[src/rtl/uart_rx_byte.sv]
// UART byte receiver: 2-FF synchronised RX line, 8N1 frame recovery (LSB first),
// valid/ready output with framing-error and overrun pulses. Define UART_RX_PARITY_EN for 8E1.
module uart_rx_byte #(
  parameter int CLKS_PER_BIT = 104
) (
  input  logic       clk,
  input  logic       resetn,
  input  logic       rx,
  output logic [7:0] rx_data,
  output logic       rx_valid,
  input  logic       rx_ready,
  output logic       rx_busy,
  output logic       frame_err,
  output logic       overrun,
  output logic       parity_err
);

  // state   | meaning
  // IDLE    | line idle, waiting for a low synced rx
  // START   | counting to mid start bit to reject glitches
  // DATA    | sampling 8 data bits at mid-bit, LSB first
  // PARITY  | sampling the even-parity bit (UART_RX_PARITY_EN only)
  // STOP    | sampling the stop bit; delivers or flags the byte
  // BREAK   | stop bit was low; wait for the line to return high
  typedef enum logic [2:0] {
    S_IDLE   = 3'd0,
    S_START  = 3'd1,
    S_DATA   = 3'd2,
    S_PARITY = 3'd3,
    S_STOP   = 3'd4,
    S_BREAK  = 3'd5
  } state_t;

  localparam int CNT_W = $clog2(CLKS_PER_BIT);
  localparam logic [CNT_W-1:0] CNT_LAST = CNT_W'(CLKS_PER_BIT - 1);
  localparam logic [CNT_W-1:0] CNT_HALF = CNT_W'(CLKS_PER_BIT / 2 - 1);

  logic             rx_s1_q, rx_s2_q;
  state_t           state_q, state_d;
  logic [CNT_W-1:0] cnt_q, cnt_d;
  logic [2:0]       bit_q, bit_d;
  logic [7:0]       shift_q, shift_d;
  logic [7:0]       data_q, data_d;
  logic             valid_q, valid_d;
  logic             ferr_q, ferr_d;
  logic             ovr_q, ovr_d;
  logic             cnt_last;

  always_ff @(posedge clk or negedge resetn) begin
    if (!resetn) begin
      rx_s1_q <= 1'b1;
      rx_s2_q <= 1'b1;
    end else begin
      rx_s1_q <= rx;
      rx_s2_q <= rx_s1_q;
    end
  end

  always_ff @(posedge clk or negedge resetn) begin
    if (!resetn) begin
      state_q <= S_IDLE;
      cnt_q   <= '0;
      bit_q   <= '0;
      shift_q <= '0;
      data_q  <= '0;
      valid_q <= 1'b0;
      ferr_q  <= 1'b0;
      ovr_q   <= 1'b0;
    end else begin
      state_q <= state_d;
      cnt_q   <= cnt_d;
      bit_q   <= bit_d;
      shift_q <= shift_d;
      data_q  <= data_d;
      valid_q <= valid_d;
      ferr_q  <= ferr_d;
      ovr_q   <= ovr_d;
    end
  end

`ifdef UART_RX_PARITY_EN
  logic par_bad_q, par_bad_d;
  logic perr_q, perr_d;

  always_ff @(posedge clk or negedge resetn) begin
    if (!resetn) begin
      par_bad_q <= 1'b0;
      perr_q    <= 1'b0;
    end else begin
      par_bad_q <= par_bad_d;
      perr_q    <= perr_d;
    end
  end

  assign parity_err = perr_q;
`else
  assign parity_err = 1'b0;
`endif

  assign cnt_last = (cnt_q == CNT_LAST);

  always_comb begin
    state_d = state_q;
    cnt_d   = cnt_q;
    bit_d   = bit_q;
    shift_d = shift_q;
    data_d  = data_q;
    valid_d = valid_q;
    ferr_d  = 1'b0;
    ovr_d   = 1'b0;
`ifdef UART_RX_PARITY_EN
    par_bad_d = par_bad_q;
    perr_d    = 1'b0;
`endif

    if (valid_q && rx_ready) valid_d = 1'b0;

    case (state_q)
      S_IDLE: begin
        cnt_d = '0;
        bit_d = '0;
`ifdef UART_RX_PARITY_EN
        par_bad_d = 1'b0;
`endif
        if (!rx_s2_q) state_d = S_START;
      end

      S_START: begin
        if (cnt_q == CNT_HALF) begin
          cnt_d   = '0;
          state_d = rx_s2_q ? S_IDLE : S_DATA;
        end else begin
          cnt_d = cnt_q + CNT_W'(1);
        end
      end

      S_DATA: begin
        if (cnt_last) begin
          cnt_d   = '0;
          shift_d = {rx_s2_q, shift_q[7:1]};
          bit_d   = bit_q + 3'd1;
          if (bit_q == 3'd7) begin
`ifdef UART_RX_PARITY_EN
            state_d = S_PARITY;
`else
            state_d = S_STOP;
`endif
          end
        end else begin
          cnt_d = cnt_q + CNT_W'(1);
        end
      end

`ifdef UART_RX_PARITY_EN
      S_PARITY: begin
        if (cnt_last) begin
          cnt_d   = '0;
          state_d = S_STOP;
          if (rx_s2_q != ^shift_q) begin
            perr_d    = 1'b1;
            par_bad_d = 1'b1;
          end
        end else begin
          cnt_d = cnt_q + CNT_W'(1);
        end
      end
`endif

      S_STOP: begin
        if (cnt_last) begin
          cnt_d = '0;
          if (rx_s2_q) begin
            state_d = S_IDLE;
`ifdef UART_RX_PARITY_EN
            if (!par_bad_q) begin
`else
            begin
`endif
              // a held byte is only replaced if it is being accepted on this edge
              if (!valid_q || rx_ready) begin
                data_d  = shift_q;
                valid_d = 1'b1;
              end else begin
                ovr_d = 1'b1;
              end
            end
          end else begin
            ferr_d  = 1'b1;
            state_d = S_BREAK;
          end
        end else begin
          cnt_d = cnt_q + CNT_W'(1);
        end
      end

      S_BREAK: begin
        cnt_d = '0;
        if (rx_s2_q) state_d = S_IDLE;
      end

      default: begin
        state_d = S_IDLE;
        cnt_d   = '0;
      end
    endcase
  end

  assign rx_data   = data_q;
  assign rx_valid  = valid_q;
  assign rx_busy   = (state_q != S_IDLE);
  assign frame_err = ferr_q;
  assign overrun   = ovr_q;

endmodule

[config.mk]
export PLATFORM = sky130hd
export DESIGN_NAME = uart_rx_byte
export DESIGN_NICKNAME = d
export VERILOG_FILES = /design/src/rtl/uart_rx_byte.sv
export SDC_FILE = /design/constraint.sdc
export NUM_CORES = 1
export LEC_CHECK = 0
export CAP_MARGIN = 40
export CORE_ASPECT_RATIO = 1.2
export CORE_MARGIN = 10
export CORE_UTILIZATION = 25
export CTS_CLUSTER_SIZE = 30
export DETAILED_ROUTE_END_ITERATION = 7
export PLACE_DENSITY_LB_ADDON = 0.05
export SLEW_MARGIN = 20
export SYNTH_ARGS = -nofsm -noshare
export SYNTH_HDL_FRONTEND = slang
export SYNTH_SLANG_ARGS = --single-unit
[constraint.sdc]
create_clock -name clk -period 2.4 [get_ports clk]
set_clock_uncertainty 0.1 [all_clocks]
set_input_delay 0.6 -clock clk [delete_from_list [all_inputs] [get_ports clk]]
set_output_delay 0.6 -clock clk [all_outputs]
set_load 0.03 [all_outputs]
==> metrics list <==
* Number of max-cap violations: 0
- By area, the combinational part of the netlist is dominated by simple AND/OR/NAND/NOR gates.
* Total via count after detailed routing: 990
- For this design the total switching power over the nets is 0.2322 mW.
* Maximum net fanout on the critical path: 11
* Height of the die: 105.2 µm
- The clock period could shrink to 2.228 ns.
- Yosys warns: 0
* Fmax: 0.4487 GHz
- The portion of synthesized area spent on multiplexers is 11.92%.
* Std-Cell Core Area: 5781 µm²
* CTS tree: built
- Summed over all nets, the half-perimeter wirelength after detailed placement is 2155 µm.
- In this run the most critical hold path is launched from rx_s1_q.
- Drt wl/cell: 13.35 µm
* Logic pwr share: 1.7%
* Setup slack of the critical path after layout: 0.1716 ns
- Final nets: 153
* Antenna diode count: 0
* Register-to-register setup slack: 0.44 ns
- In the final layout, the multi-input gates occupy 610.6 µm².
* Overflow left after global routing: 0
- The filler cells instantiated in the layout total 616.
- Post-synth top area cell: sky130_fd_sc_hd__dfrtp_1
- The initial utilization of the core area, before any placement, comes to 26.15%.
- Net switching is 20.69% of the power.
* Number of cells on the worst hold path: 0
- Setup repair bufs after CTS: 0
* Fraction of power consumed by the clock network: 46.8%
* Post-Syn Area: 1511 µm²
- Boundary pin count: 17
- The number of antenna violations at the first check in global routing came to 0.
- Detailed Routing Iterations Pass 1: 4
- After technology mapping, the gate count stands at 124.
- Setup_tns: 0 ns
- R2r worst-path depth: 6
* Crit share post-route: 92.85%
* Total wire length after detailed routing: 3030 µm
- Path type of the worst setup path: flop to primary output
* Sink Count: 34
* Data arrival time of the worst path: 1.53 ns
- Largest voltage drop on the vdd net: 0.3743 mV
- Distinct cell type count of the synthesized netlist: 38
- Top post-synthesis cells by area: sky130_fd_sc_hd__dfrtp_1 53%, sky130_fd_sc_hd__mux2_2 12%, sky130_fd_sc_hd__dfstp_2 3.5%
* H-tree levels: 2
* CTS max path bufs: 2
- Total GRT Usage: 6.806%
- In this run, the number of DRC markers left after iteration 0 of detailed routing was 55.
- Clock-pin slew of the registers on the worst-case setup and hold paths: 0.07 ns
- At the worst endpoint, the required time is 1.70 ns.
* Share of the synthesized area in compound gates (AO/OA/AOI/OAI): 6.623%
- DR DRC count: 0
* Number of global-route vias before repair: 1,117
* Relative contribution of sequential cells to total power: 51.5%
- Worst-case setup slack after placement: 0.2492 ns
- Cell internal power was estimated by the tool at 0.8902 mW.
- R2r startpoint: cnt_q[0]
- Share of the synthesized area in the top cell type: 52.98%
* Post-DRT Antenna Nets: 0
- End point of the worst hold path: rx_s2_q
* Total of endpoints with negative setup slack in the final report: 0
- The first global-routing pass estimated 5313 µm of wire.
* Number of synthesized register bits: 34
- After synthesis, flip-flops and latches occupy 56.46% of the total area.
- Peak per-stage delay on the critical path: 0.49 ns
* Critical Path, Cell by Cell: or3_1 > dlygate4sd2_1
- Of the cells placed in the final design, the portion with a size suffix greater than 1 is 26.53%.
* Critical-path top delay cell: sky130_fd_sc_hd__dfrtp_1
* Area of the die: 9569 µm²
- Footprint of the flip-flops and latches: 853.3 µm²
- Count of input and output buffers: 15
- For this design the ratio of total power to cell area is 596.1 nW/µm².
- Path class of the lowest-slack min-delay path: flop to flop
- Setup repair after global routing missed its margin: no
* Standard-cell row count: 30
* Largest net degree at the start of global routing: 35
- In this run the critical register-to-register path is captured at rx_data[0].
- Final-report max-slew violation count: 0
- The congestion estimate from routability-driven global placement came to 0.7825.
- Simple logic cell fraction of the synthesized area: 16.80%
- Critical path startpoint category: flop
- Width of the die: 90.98 µm
- Result of the run: finished clean
* Static Leak: 0.8459 nW
* Final-report hold violation count: 0
- Number of nets in the synthesized netlist: 131
* Xor and xnor fraction of the mapped netlist area: 2.318%
- Of the total synthesized cell area, the portion taken by full adders, half adders and majority gates is 2.483%.
- Area growth syn-to-layout: 24.59%
- Number of buffers created by CTS: 5
* Vias/cell: 4.361
- Clk_lat worst skew: 0.29 ns
- After synthesis, the mean cell area works out to 12.19 µm².
- Clock tree root buffer cell: sky130_fd_sc_hd__clkbuf_8
- The worst setup path is captured at a primary output.
## worst max-delay path by stage
stage / slack (ns) / depth (start not counted) / endpoint / startpoint
6_report: 0.17 / 2 / rx_busy / state_q[2]
5_1_grt: 0.10 / 2 / rx_busy / state_q[2]
4_1_cts: 0.17 / 2 / rx_busy / state_q[2]
3_5_place_dp: 0.25 / 2 / rx_busy / state_q[2]
3_3_place_gp: 0.26 / 2 / rx_busy / state_q[2]
2_1_floorplan: 0.61 / 7 / shift_q[0] / cnt_q[0]
## layout make-up
type / instances / share of cell area [%]
sequential: 34 / 45.32
multi-input combinational: 82 / 32.43
timing repair buffer: 22 / 10.70
tap: 80 / 5.316
clock buffer: 5 / 3.654
clock inverter: 3 / 2.392
inverter: 1 / 0.1993
## stage by stage
stage / utilization [%] / power (mW) / hold slack, ns / instance area, µm² / std cells
after floorplan: - / 0.5920 / 0.2044 / 1511 / 124
after CTS: 32.58 / 1.149 / 0.2572 / 1883 / 227
after global routing: 32.58 / 1.168 / 0.2664 / 1883 / 227
after global placement: 30.63 / 0.6095 / 0.2501 / 1770 / 219
final: 32.58 / 1.122 / 0.2560 / 1883 / 227
after detailed placement: 30.63 / 0.6096 / 0.2468 / 1770 / 219
## synth_stat cells
master / n
sky130_fd_sc_hd__a211oi_1: 1
sky130_fd_sc_hd__a211oi_2: 1
sky130_fd_sc_hd__a21oi_1: 3
sky130_fd_sc_hd__a31oi_1: 1
sky130_fd_sc_hd__a32o_1: 1
sky130_fd_sc_hd__and2_1: 1
sky130_fd_sc_hd__and2_4: 1
sky130_fd_sc_hd__and3_1: 2
sky130_fd_sc_hd__and3b_1: 1
sky130_fd_sc_hd__and4bb_2: 1
sky130_fd_sc_hd__buf_2: 2
sky130_fd_sc_hd__buf_4: 2
sky130_fd_sc_hd__buf_6: 1
sky130_fd_sc_hd__clkbuf_1: 2
sky130_fd_sc_hd__conb_1: 1
sky130_fd_sc_hd__dfrtp_1: 32
sky130_fd_sc_hd__dfstp_2: 2
sky130_fd_sc_hd__ha_1: 3
sky130_fd_sc_hd__inv_1: 1
sky130_fd_sc_hd__mux2_2: 16
sky130_fd_sc_hd__nand2_1: 6
sky130_fd_sc_hd__nand2b_1: 1
sky130_fd_sc_hd__nand3_1: 3
sky130_fd_sc_hd__nand3_4: 1
sky130_fd_sc_hd__nand3b_1: 1
sky130_fd_sc_hd__nand4_1: 4
sky130_fd_sc_hd__nand4b_1: 1
sky130_fd_sc_hd__nor2_1: 11
sky130_fd_sc_hd__nor2b_1: 3
sky130_fd_sc_hd__nor3_1: 1
sky130_fd_sc_hd__nor3b_1: 1
sky130_fd_sc_hd__o211ai_1: 2
sky130_fd_sc_hd__o21ai_0: 5
sky130_fd_sc_hd__o32ai_1: 1
sky130_fd_sc_hd__or3_1: 2
sky130_fd_sc_hd__or3b_2: 2
sky130_fd_sc_hd__xnor2_1: 1
sky130_fd_sc_hd__xor2_1: 3
## state kept, by name, indices dropped and copies added (netlist names)
signal and count:
rx_data 8, shift_q 8, cnt_q 7, bit_q 3
state_q 3, frame_err 1, overrun 1, rx_s1_q 1
rx_s2_q 1, rx_valid 1
## logic make-up (layout without fill, tap and decap cells)
| family | count (synthesis) | in the layout |
|---|---|---|
| AND/OR/NAND/NOR | 43 | 43 |
| flip-flops | 34 | 34 |
| multiplexers | 16 | 16 |
| AO/OA/AOI/OAI | 15 | 15 |
| buffers and inverters | 8 | 31 |
| XOR/XNOR | 4 | 4 |
| adder cells (fa/ha/maj) | 3 | 3 |
| other | 1 | 1 |
## timing repair
| action | 4_1_cts | 5_1_grt |
|---|---|---|
| endpoints found under the setup margin | 1 | 0 |
| resized for setup | 1 | 0 |
| hold buffers | 0 | 0 |
## cell usage in the layout, fill, tap and decap left out, drive strengths merged, types with 3 or more instances in the layout
cell           netlist  final
o21ai                5      5
nand2                6      6
a21oi                3      3
dfrtp               32     32
clkbuf               2      5
nand4                4      4
nand3                4      4
buf                  5      7
nor2b                3      3
ha                   3      3
nor2                11     11
mux2                16     16
clkdlybuf4s50        0     14
xor2                 3      3
## worst max-delay path: cells and delay by family (launching register included)
kind,cells,cell delay (ns)
buffers and inverters,1,0.36
flip-flops,1,0.49
AND/OR/NAND/NOR,1,0.40
## layer usage
| metal | GRT usage [%] | share of wire, % |
|---|---|---|
| met1 | 6.815 | 41 |
| met2 | 11.68 | 52 |
| met3 | 2.577 | 5.0 |
| met4 | 4.148 | 2.6 |
| met5 | 0 | 0 |
## power by group through the flow
| stage | Sequential (mW) | Clock, mW | Combinational (mW) |
|---|---|---|---|
| floorplan | 0.588 | 0 | 0.00391 |
| global placement | 0.589 | 0 | 0.0208 |
| detailed placement | 0.589 | 0 | 0.0208 |
| CTS | 0.578 | 0.551 | 0.0209 |
| global route | 0.578 | 0.567 | 0.0231 |
| finish | 0.578 | 0.525 | 0.0194 |
Power figures use the tool's default switching activity.
